<file path="config.mk">
export PLATFORM = sky130hd
export DESIGN_NAME = uart_tx_arb
export DESIGN_NICKNAME = d
export VERILOG_FILES = /design/src/rtl/uart_pkg.sv /design/src/rtl/uart_tx_arb_rr_pick.sv /design/src/rtl/uart_tx_arb.sv
export SDC_FILE = /design/constraint.sdc
export NUM_CORES = 1
export LEC_CHECK = 0
export BUFFER_PORTS_ARGS = -buffer_cell sky130_fd_sc_hd__buf_2
export CELL_PAD_IN_SITES_DETAIL_PLACEMENT = 0
export CELL_PAD_IN_SITES_GLOBAL_PLACEMENT = 1
export CORE_UTILIZATION = 39
export CTS_BUF_LIST = sky130_fd_sc_hd__clkbuf_16
export CTS_CLUSTER_DIAMETER = 50
export CTS_CLUSTER_SIZE = 28
export DETAILED_ROUTE_END_ITERATION = 8
export PLACE_DENSITY = 0.8
export SLEW_MARGIN = 15
export SYNTH_ARGS = -nofsm -noshare
export SYNTH_HDL_FRONTEND = slang
export SYNTH_SLANG_ARGS = --single-unit
</file>
<file path="constraint.sdc">
create_clock -name clk_i -period 3.7 [get_ports clk_i]
set_input_delay 0.37 -clock clk_i [delete_from_list [all_inputs] [get_ports clk_i]]
set_output_delay 0.37 -clock clk_i [all_outputs]
set_load 0.01 [all_outputs]
</file>
<file path="src/rtl/uart_pkg.sv">
// uart_pkg: shared UART byte width and arbiter state encoding.
package uart_pkg;
  localparam int UART_DATA_W = 8;
  typedef enum logic [1:0] {IDLE, LOAD, SEND, ACK} arb_state_e;
endpackage

</file>
<file path="src/rtl/uart_tx_arb_rr_pick.sv">
// rr_pick: round-robin winner search starting one past the pointer.
module rr_pick #(
  parameter int NUM_REQ = 4,
  parameter int PTR_W = $clog2(NUM_REQ)
) (
  input  logic [NUM_REQ-1:0] req_i,
  input  logic [PTR_W-1:0]   ptr_i,
  output logic [NUM_REQ-1:0] onehot_o,
  output logic [PTR_W-1:0]   idx_o,
  output logic               any_o
);
  always_comb begin
    onehot_o = '0;
    idx_o = '0;
    any_o = 1'b0;
    for (int k = 1; k <= NUM_REQ; k++) begin
      if (!any_o && req_i[(int'(ptr_i) + k) % NUM_REQ]) begin
        onehot_o[(int'(ptr_i) + k) % NUM_REQ] = 1'b1;
        idx_o = PTR_W'((int'(ptr_i) + k) % NUM_REQ);
        any_o = 1'b1;
      end
    end
  end
endmodule

</file>
<file path="src/rtl/uart_tx_arb.sv">
// uart_tx_arb: round-robin arbiter sharing one uart_tx among NUM_REQ byte streams,
// holding the grant for a whole packet so packets never interleave on the wire.
module uart_tx_arb
  import uart_pkg::*;
#(
  parameter int NUM_REQ = 4,
  parameter int PTR_W = $clog2(NUM_REQ)
) (
  input  logic                           clk_i,
  input  logic                           reset_i,
  input  logic [NUM_REQ-1:0]             req_valid_i,
  input  logic [UART_DATA_W*NUM_REQ-1:0] req_data_i,
  input  logic [NUM_REQ-1:0]             req_last_i,
  output logic [NUM_REQ-1:0]             req_ready_o,
  output logic [NUM_REQ-1:0]             grant_o,
  output logic [UART_DATA_W-1:0]         tx_data_o,
  output logic                           tx_en_o,
  input  logic                           tx_ready_i,
  output logic                           busy_o
);
  arb_state_e r_state, w_next;
  logic [PTR_W-1:0] r_ptr, w_pick_idx, w_sel;
  logic [NUM_REQ-1:0] r_grant, w_pick_oh;
  logic [UART_DATA_W-1:0] r_buf, r_tx_data, w_lane;
  logic r_last, w_any, w_accept, w_send;

  rr_pick #(.NUM_REQ(NUM_REQ), .PTR_W(PTR_W)) u_pick (
    .req_i   (req_valid_i),
    .ptr_i   (r_ptr),
    .onehot_o(w_pick_oh),
    .idx_o   (w_pick_idx),
    .any_o   (w_any)
  );

  // While locked the pointer already names the granted lane.
  assign w_sel = (r_state == IDLE) ? w_pick_idx : r_ptr;
  assign w_lane = req_data_i[UART_DATA_W*w_sel +: UART_DATA_W];
  assign w_accept = (r_state == IDLE && w_any) || (r_state == LOAD && |(req_valid_i & r_grant));
  assign w_send = r_state == SEND && tx_ready_i;

  always_ff @(posedge clk_i or posedge reset_i)
    if (reset_i) r_state <= IDLE;
    else r_state <= w_next;

  always_comb begin
    w_next = r_state;
    case (r_state)
      IDLE, LOAD: w_next = w_accept ? SEND : r_state;
      SEND:       w_next = tx_ready_i ? ACK : SEND;
      ACK:        w_next = tx_ready_i ? ACK : (r_last ? IDLE : LOAD);
      default:    w_next = IDLE;
    endcase
  end

  always_comb begin
    req_ready_o = (r_state == IDLE) ? w_pick_oh : (r_state == LOAD) ? r_grant : '0;
    grant_o = r_grant;
    tx_en_o = w_send;
    tx_data_o = w_send ? r_buf : r_tx_data;
    busy_o = r_state != IDLE || |r_grant;
  end

  always_ff @(posedge clk_i or posedge reset_i)
    if (reset_i) begin
      r_ptr <= PTR_W'(NUM_REQ - 1);
      r_grant <= '0;
      r_buf <= '0;
      r_last <= 1'b0;
      r_tx_data <= '0;
    end else begin
      if (w_accept) begin
        r_buf <= w_lane;
        r_last <= req_last_i[w_sel];
      end
      if (r_state == IDLE && w_any) begin
        r_grant <= w_pick_oh;
        r_ptr <= w_pick_idx;
      end
      if (w_send) r_tx_data <= r_buf;
      if (r_state == ACK && !tx_ready_i && r_last) r_grant <= '0;
    end
endmodule

</file>
# Word level (Yosys, flattened, before mapping)
# Index checks and enable logic that the tools add are counted.
[totals] out_inout_bits=18 word_cells=105 ff_bits=25
[op_classes] bitwise_logic=8 muxes=45 add_sub_neg=4 shift=1 n_reduce_logical=28 order_cmp=9 n_eq_ne=4
[ops] op="$mux 4" count=8
[ops] op="$shiftx 32x6->8" count=1
[ops] op="$mux 1" count=19
[ops] op="$lt 3x4->1 const B" count=4
[ops] op="$mux 2" count=7
[ops] op="$ge 3x1->1 const B" count=4
[ops] op="$logic_and 1x1->1" count=12
[ops] op="$or 4x4->4" count=3
[ops] op="$bmux 1 s2" count=5
[ops] op="$reduce_or 2->1" count=5
[ops] op="$demux 1 s2" count=4
[ops] op="$mux 8" count=1
[ops] op="$reduce_or 4->1" count=2
[ops] op="$pmux 2 s3" count=1
[ops] op="$add 2x1->2 const B" count=2
[ops] op="$add 2x2->2 const B" count=2
[ops] op="$and 1x1->1 const A" count=4
[ops] op="$and 4x4->4" count=1
[ops] op="$eq 2x2->1 const B" count=2
[ops] op="$logic_not 1->1" count=4
[ops] op="$reduce_bool 2->1" count=2
[ops] op="$lt 2x3->1 const B" count=1
[ops] op="$eq 2x1->1 const B" count=1
[ops] op="$logic_not 2->1" count=1
[ops] op="other kinds (2)" count=3

# Logic depth before layout (Yosys ltp)
[logic_depth] depth_word=20 depth_mapped=12

# Hierarchy
# From an unflattened synthesis, not the netlist that was laid out.
[unflattened] hier_cells=194 hier_area_um2=1955.6
[modules_own_cells] mod="uart_tx_arb" cells_each=108 area_each_um2=1326.3 n_inst=1
[modules_own_cells] mod="rr_pick" cells_each=86 area_each_um2=629.4 n_inst=1

# Worst setup path before layout
# Ideal clock, no wire load.
[synth_path] kind="flip-flop to output port" start="register r_ptr[0]" end="output req_ready_o[0]" t_arrival_ps=3002 path_slack_ps=328 path_stages_with_launch=11 cell_sequence="dfstp_2 buf_4 buf_2 inv_1 ha_1 buf_6 mux4_2 nor2b_1 nor3b_1 a221oi_1 o21ai_0"
[synth_between] elab_chain_cells=15
[synth_lines] element="start: declaration" line="uart_tx_arb.sv:22" text="logic [PTR_W-1:0] r_ptr, w_pick_idx, w_sel;"
[synth_lines] element="start signal: assignment" line="uart_tx_arb.sv:65" text="r_ptr <= PTR_W'(NUM_REQ - 1);"
[synth_lines] element="start signal: assignment" line="uart_tx_arb.sv:77" text="r_ptr <= w_pick_idx;"
[synth_lines] element="$add 2x1->2" line="uart_tx_arb_rr_pick.sv:17, uart_tx_arb_rr_pick.sv:18"
[synth_lines] element="$reduce_or 2->1 (no source line) or $bmux 1 s2 (tied branches)"
[synth_lines] element="$and 1x1->1 (no source line) or $mux 1 (tied branches)"
[synth_lines] element="$lt 3x4->1 (not written as such) (tied with other cells)" line="uart_tx_arb_rr_pick.sv:18" text="onehot_o[(int'(ptr_i) + k) % NUM_REQ] = 1'b1;"
[synth_lines] element="$logic_and 1x1->1 (not written as such) or $mux 1 (tied branches)" line="uart_tx_arb_rr_pick.sv:18, uart_tx_arb_rr_pick.sv:17"
[synth_lines] element="$mux 1 (not written as such) or $logic_not 1->1 (tied branches)" line="uart_tx_arb_rr_pick.sv:18, uart_tx_arb_rr_pick.sv:17"
[synth_lines] element="$demux 1 s2 or $logic_and 1x1->1 (tied branches)"
[synth_lines] element="$mux 4 or $mux 1 (tied branches)" line="uart_tx_arb_rr_pick.sv:17" text="if (!any_o && req_i[(int'(ptr_i) + k) % NUM_REQ]) begin"
[synth_lines] element="$or 4x4->4 (no source line) or $logic_not 1->1 (tied branches)"
[synth_lines] element="$mux 4 or $logic_and 1x1->1 (tied branches)" line="uart_tx_arb_rr_pick.sv:17"
[synth_lines] element="$or 4x4->4 (no source line) or $mux 1 (tied branches)"
[synth_lines] element="$mux 4 or $logic_not 1->1 (tied branches)" line="uart_tx_arb_rr_pick.sv:17"
[synth_lines] element="$or 4x4->4 (no source line) or $logic_and 1x1->1 (tied branches)"
[synth_lines] element="$mux 4 (*)" line="uart_tx_arb_rr_pick.sv:17"
[synth_lines] element="$mux 4 (*)" line="uart_tx_arb.sv:56" text="req_ready_o = (r_state == IDLE) ? w_pick_oh : (r_state == LOAD) ? r_grant : '0;"
[synth_lines] element="end: declaration" line="uart_tx_arb.sv:14" text="output logic [NUM_REQ-1:0] req_ready_o,"
# Mark *: on every way between the ends. The rest lies on a longest branch, timed or not. The select of a mux whose other input is x is not followed.

# Worst setup path after layout
[layout_path] start="register r_ptr[0]" end="output req_ready_o[1]"
# Same word-level chain as after synthesis.

==> results.txt <==
----------------------------------------------------
[Run status]
  Result of the run ... completed

[Die]
  DIE AREA ... 0.00528 sq mm
  Placeable core area ... 0.00475 sq mm
  Initial Util ... 0.410
  Die span in x ... 72.7 um
  Chip Height ... 72.7 um
  Number of placed I/O pins ... 61
  Std cell rows ... 25

[Worst setup path]
  CP Max Fanout ... 9
  Crit-path slowest cell ... sky130_fd_sc_hd__dfstp_2
  CP Class ... register to output port
  Critical path, cell by cell ... inv_1 -> ha_1 -> mux4_2 -> nor2b_1 -> nor3b_2 -> a221o_1 -> a22o_1 -> buf_2
  Arrival @ worst endpoint ... 2.97 ns
  Internal reg-to-reg setup slack ... 0.51 ns
  Kind of start point of the critical path ... register
  Critical path's largest stage delay ... 0.64 ns
  Required arrival time at the worst endpoint ... 3.33 ns
  Sort of element at the end of the critical path ... output port

[Global routing]
  Pin count of the biggest net entering global routing ... 26
  Global-route wire length before repair ... 7.49 mm
  Vias in the first global route ... 1516
  Number of antenna violations at the first check in global routing ... 0
  Total GRT Usage ... 0.183
  GRT Residual Overflow ... 0

[Synthesis]
  Synthesized area divided by synthesized cell count ... 10.5 sq um
  Async set or reset register ratio after synthesis ... 1.00
  Post-synthesis sequential area ratio ... 0.322
  Gate count of the mapped netlist ... 185
  Number of warnings reported in the yosys synthesis log ... 0
  Syn Nets ... 236
  Syn Std Cell Area ... 0.00195 sq mm
  Unique masters post-synth ... 47
  Number of flops mapped to enable cells by yosys ... 0
  Number of synthesized register bits ... 25
  Post-synth top flop ... sky130_fd_sc_hd__dfrtp_1

[Layout]
  Register area ... 628 sq um
  Ant. Diodes ... 0
  Ratio of cells with drive above 1 in the final layout ... 0.421
  Net count of the finished layout ... 294
  Most frequent cells in the layout ... 60 x sky130_fd_sc_hd__buf_2, 29 x sky130_fd_sc_hd__nand2_1, 23 x sky130_fd_sc_hd__dfrtp_1
  Leading cell type in the layout, fill and taps excluded ... sky130_fd_sc_hd__buf_2
  Area of the multi-input gates ... 0.00122 sq mm
  Synthesis-to-layout area growth ... 22.5%
  Fill count ... 456

[STA]
  Headroom to the max-slew limit ... 0.352
  Final count of pins violating max slew ... 0
  Final cycle utilization of the critical path ... 0.902
  Number of hold violations in the final report ... 0
  RSZ-0062 raised after global routing ... no
  Final critical delay including setup and external delays ... 3.34 ns
  Slew of the pin with the lowest slew margin ... 0.971 ns
  Final worst hold slack ... 0.323 ns
  Aggregate negative setup slack ... 0 ns
  Fin Clk Skew ... 0.00242 ns
  Achievable clock frequency ... 300 MHz
  Final number of setup-violating endpoints ... 0

[CTS]
  Maximum clock path buffer count ... 2
  Post-CTS setup repair buffer count ... 0
  Cell at the root of the clock tree ... sky130_fd_sc_hd__clkbuf_16
  Clock tree from TritonCTS ... built
  Clock network latency to the later pin of the worst-skew pair ... 0.26 ns
  Number of buffers added to fix hold violations after cts ... 0
  Post_cts resized ... 0
  Register clock-pin slew on the reported worst setup and hold paths ... 0.06 ns
  TritonCTS buffer count ... 3
  Total clock sinks ... 25
  Count of H-tree levels built during CTS ... 1

[Power and ir drop]
  VDD IR-drop max ... 0.000430 V
  PwrDens ... 925 mW/mm^2
  Leakage Power ... 1.13 nW

[Routing]
  First-pass detailed-route iteration total ... 4
  Vias per std cell ... 5.42
  Total routed wirelength ... 4.68 mm
  Total number of vias ... 1676
  Number of DRC violations after detailed-routing iteration 0 ... 110
  Post-detailed-route count of antenna-violating nets ... 0
  Post-detailed-route wirelength per cell ... 15.1 um
  Residual DRC ... 0

[Place]
  Detail Placement HPWL ... 3.47 mm
  Final weighted congestion in routability-driven placement ... 0.851
  Count of input and output buffers ... 60

[Min path]
  Min-delay worst type ... input port to async pin

[Run]
  Count of maximum capacitance violations ... 0

----------------------------------------------------
## worst paths after layout
kind / from / end / depth (start not counted)
max: r_ptr[0] / req_ready_o[1] / 8
min: reset_i / grant_o[0] / 2
max reg2reg: r_ptr[0] / r_buf[2] / 8
min reg2reg: r_tx_data[1] / r_tx_data[1] / 2
max in group asynchronous: reset_i / r_tx_data[2] / 2
min in group clk_i: tx_ready_i / r_state[0] / 2
## routing by layer
metal | global-route usage | vias up | wire length, um
met5 | 0 | - | 0
met1 | 0.267 | 811 | 2300
met4 | 0.0654 | 0 | 82
met2 | 0.277 | 43 | 2130
met3 | 0.0249 | 8 | 157
li1 | - | 814 | -
## registers in the layout, indices dropped and copies added (netlist names)
register / cells
r_tx_data: 8
r_buf: 8
r_state: 2
r_ptr: 2
grant_o: 4
r_last: 1
## per-stage QoR
stage	instances	utilization	power, mW	setup slack [ns]	instance area, sq um
2_1_floorplan	185	-	1.65	0.328	1950
3_3_place_gp	305	0.484	1.96	0.518	2300
3_5_place_dp	305	0.484	1.96	0.478	2300
4_1_cts	309	0.501	2.21	0.251	2380
5_1_grt	309	0.502	2.38	0.125	2390
6_report	309	0.502	2.21	0.363	2390
## critical path: cells and delay by family, from the launching register on
| family | cells | cell delay, ns |
|---|---|---|
| buffers and inverters | 2 | 0.20 |
| DFF | 1 | 0.64 |
| AOI/OAI and AO/OA | 2 | 0.38 |
| muxes | 1 | 0.59 |
| and+or+nand+nor | 2 | 0.57 |
| adders and majority gates | 1 | 0.32 |
## layout make-up
cell class,instances,area share
sequential,25,0.263
clock inverter,1,0.00157
tap,67,0.0351
inverter,4,0.00629
clock buffer,3,0.0315
multi-input combinational,141,0.511
timing repair buffer,68,0.151
## power by group
group	internal, mW	switching [mW]
Sequential	0.417	0.0994
Clock	0.145	0.0971
Combinational	0.709	0.741
Total	1.27	0.937
## cell families after synthesis
kind of cell | synth area share
XOR/XNOR | 0.00450
flip-flops | 0.322
AND/OR/NAND/NOR | 0.140
adder cells (fa/ha/maj) | 0.0514
buffers and inverters | 0.0539
multiplexers | 0.243
AO/OA/AOI/OAI | 0.184
## synth_stat cells (4+ instances only)
master	number	area, sq um
sky130_fd_sc_hd__nand2_1	29	109
sky130_fd_sc_hd__a22oi_1	6	45.0
sky130_fd_sc_hd__ha_1	8	100
sky130_fd_sc_hd__nor2_1	7	26.3
sky130_fd_sc_hd__clkbuf_1	7	26.3
sky130_fd_sc_hd__mux2i_1	8	80.1
sky130_fd_sc_hd__nand3_1	6	30.0
sky130_fd_sc_hd__dfrtp_1	23	576
sky130_fd_sc_hd__o21ai_0	6	30.0
sky130_fd_sc_hd__mux2_2	11	124
sky130_fd_sc_hd__a21oi_1	5	25.0
sky130_fd_sc_hd__a22o_1	5	43.8
sky130_fd_sc_hd__mux4_2	12	270
sky130_fd_sc_hd__nor2b_1	4	25.0
(Power assumes the default switching activity.)
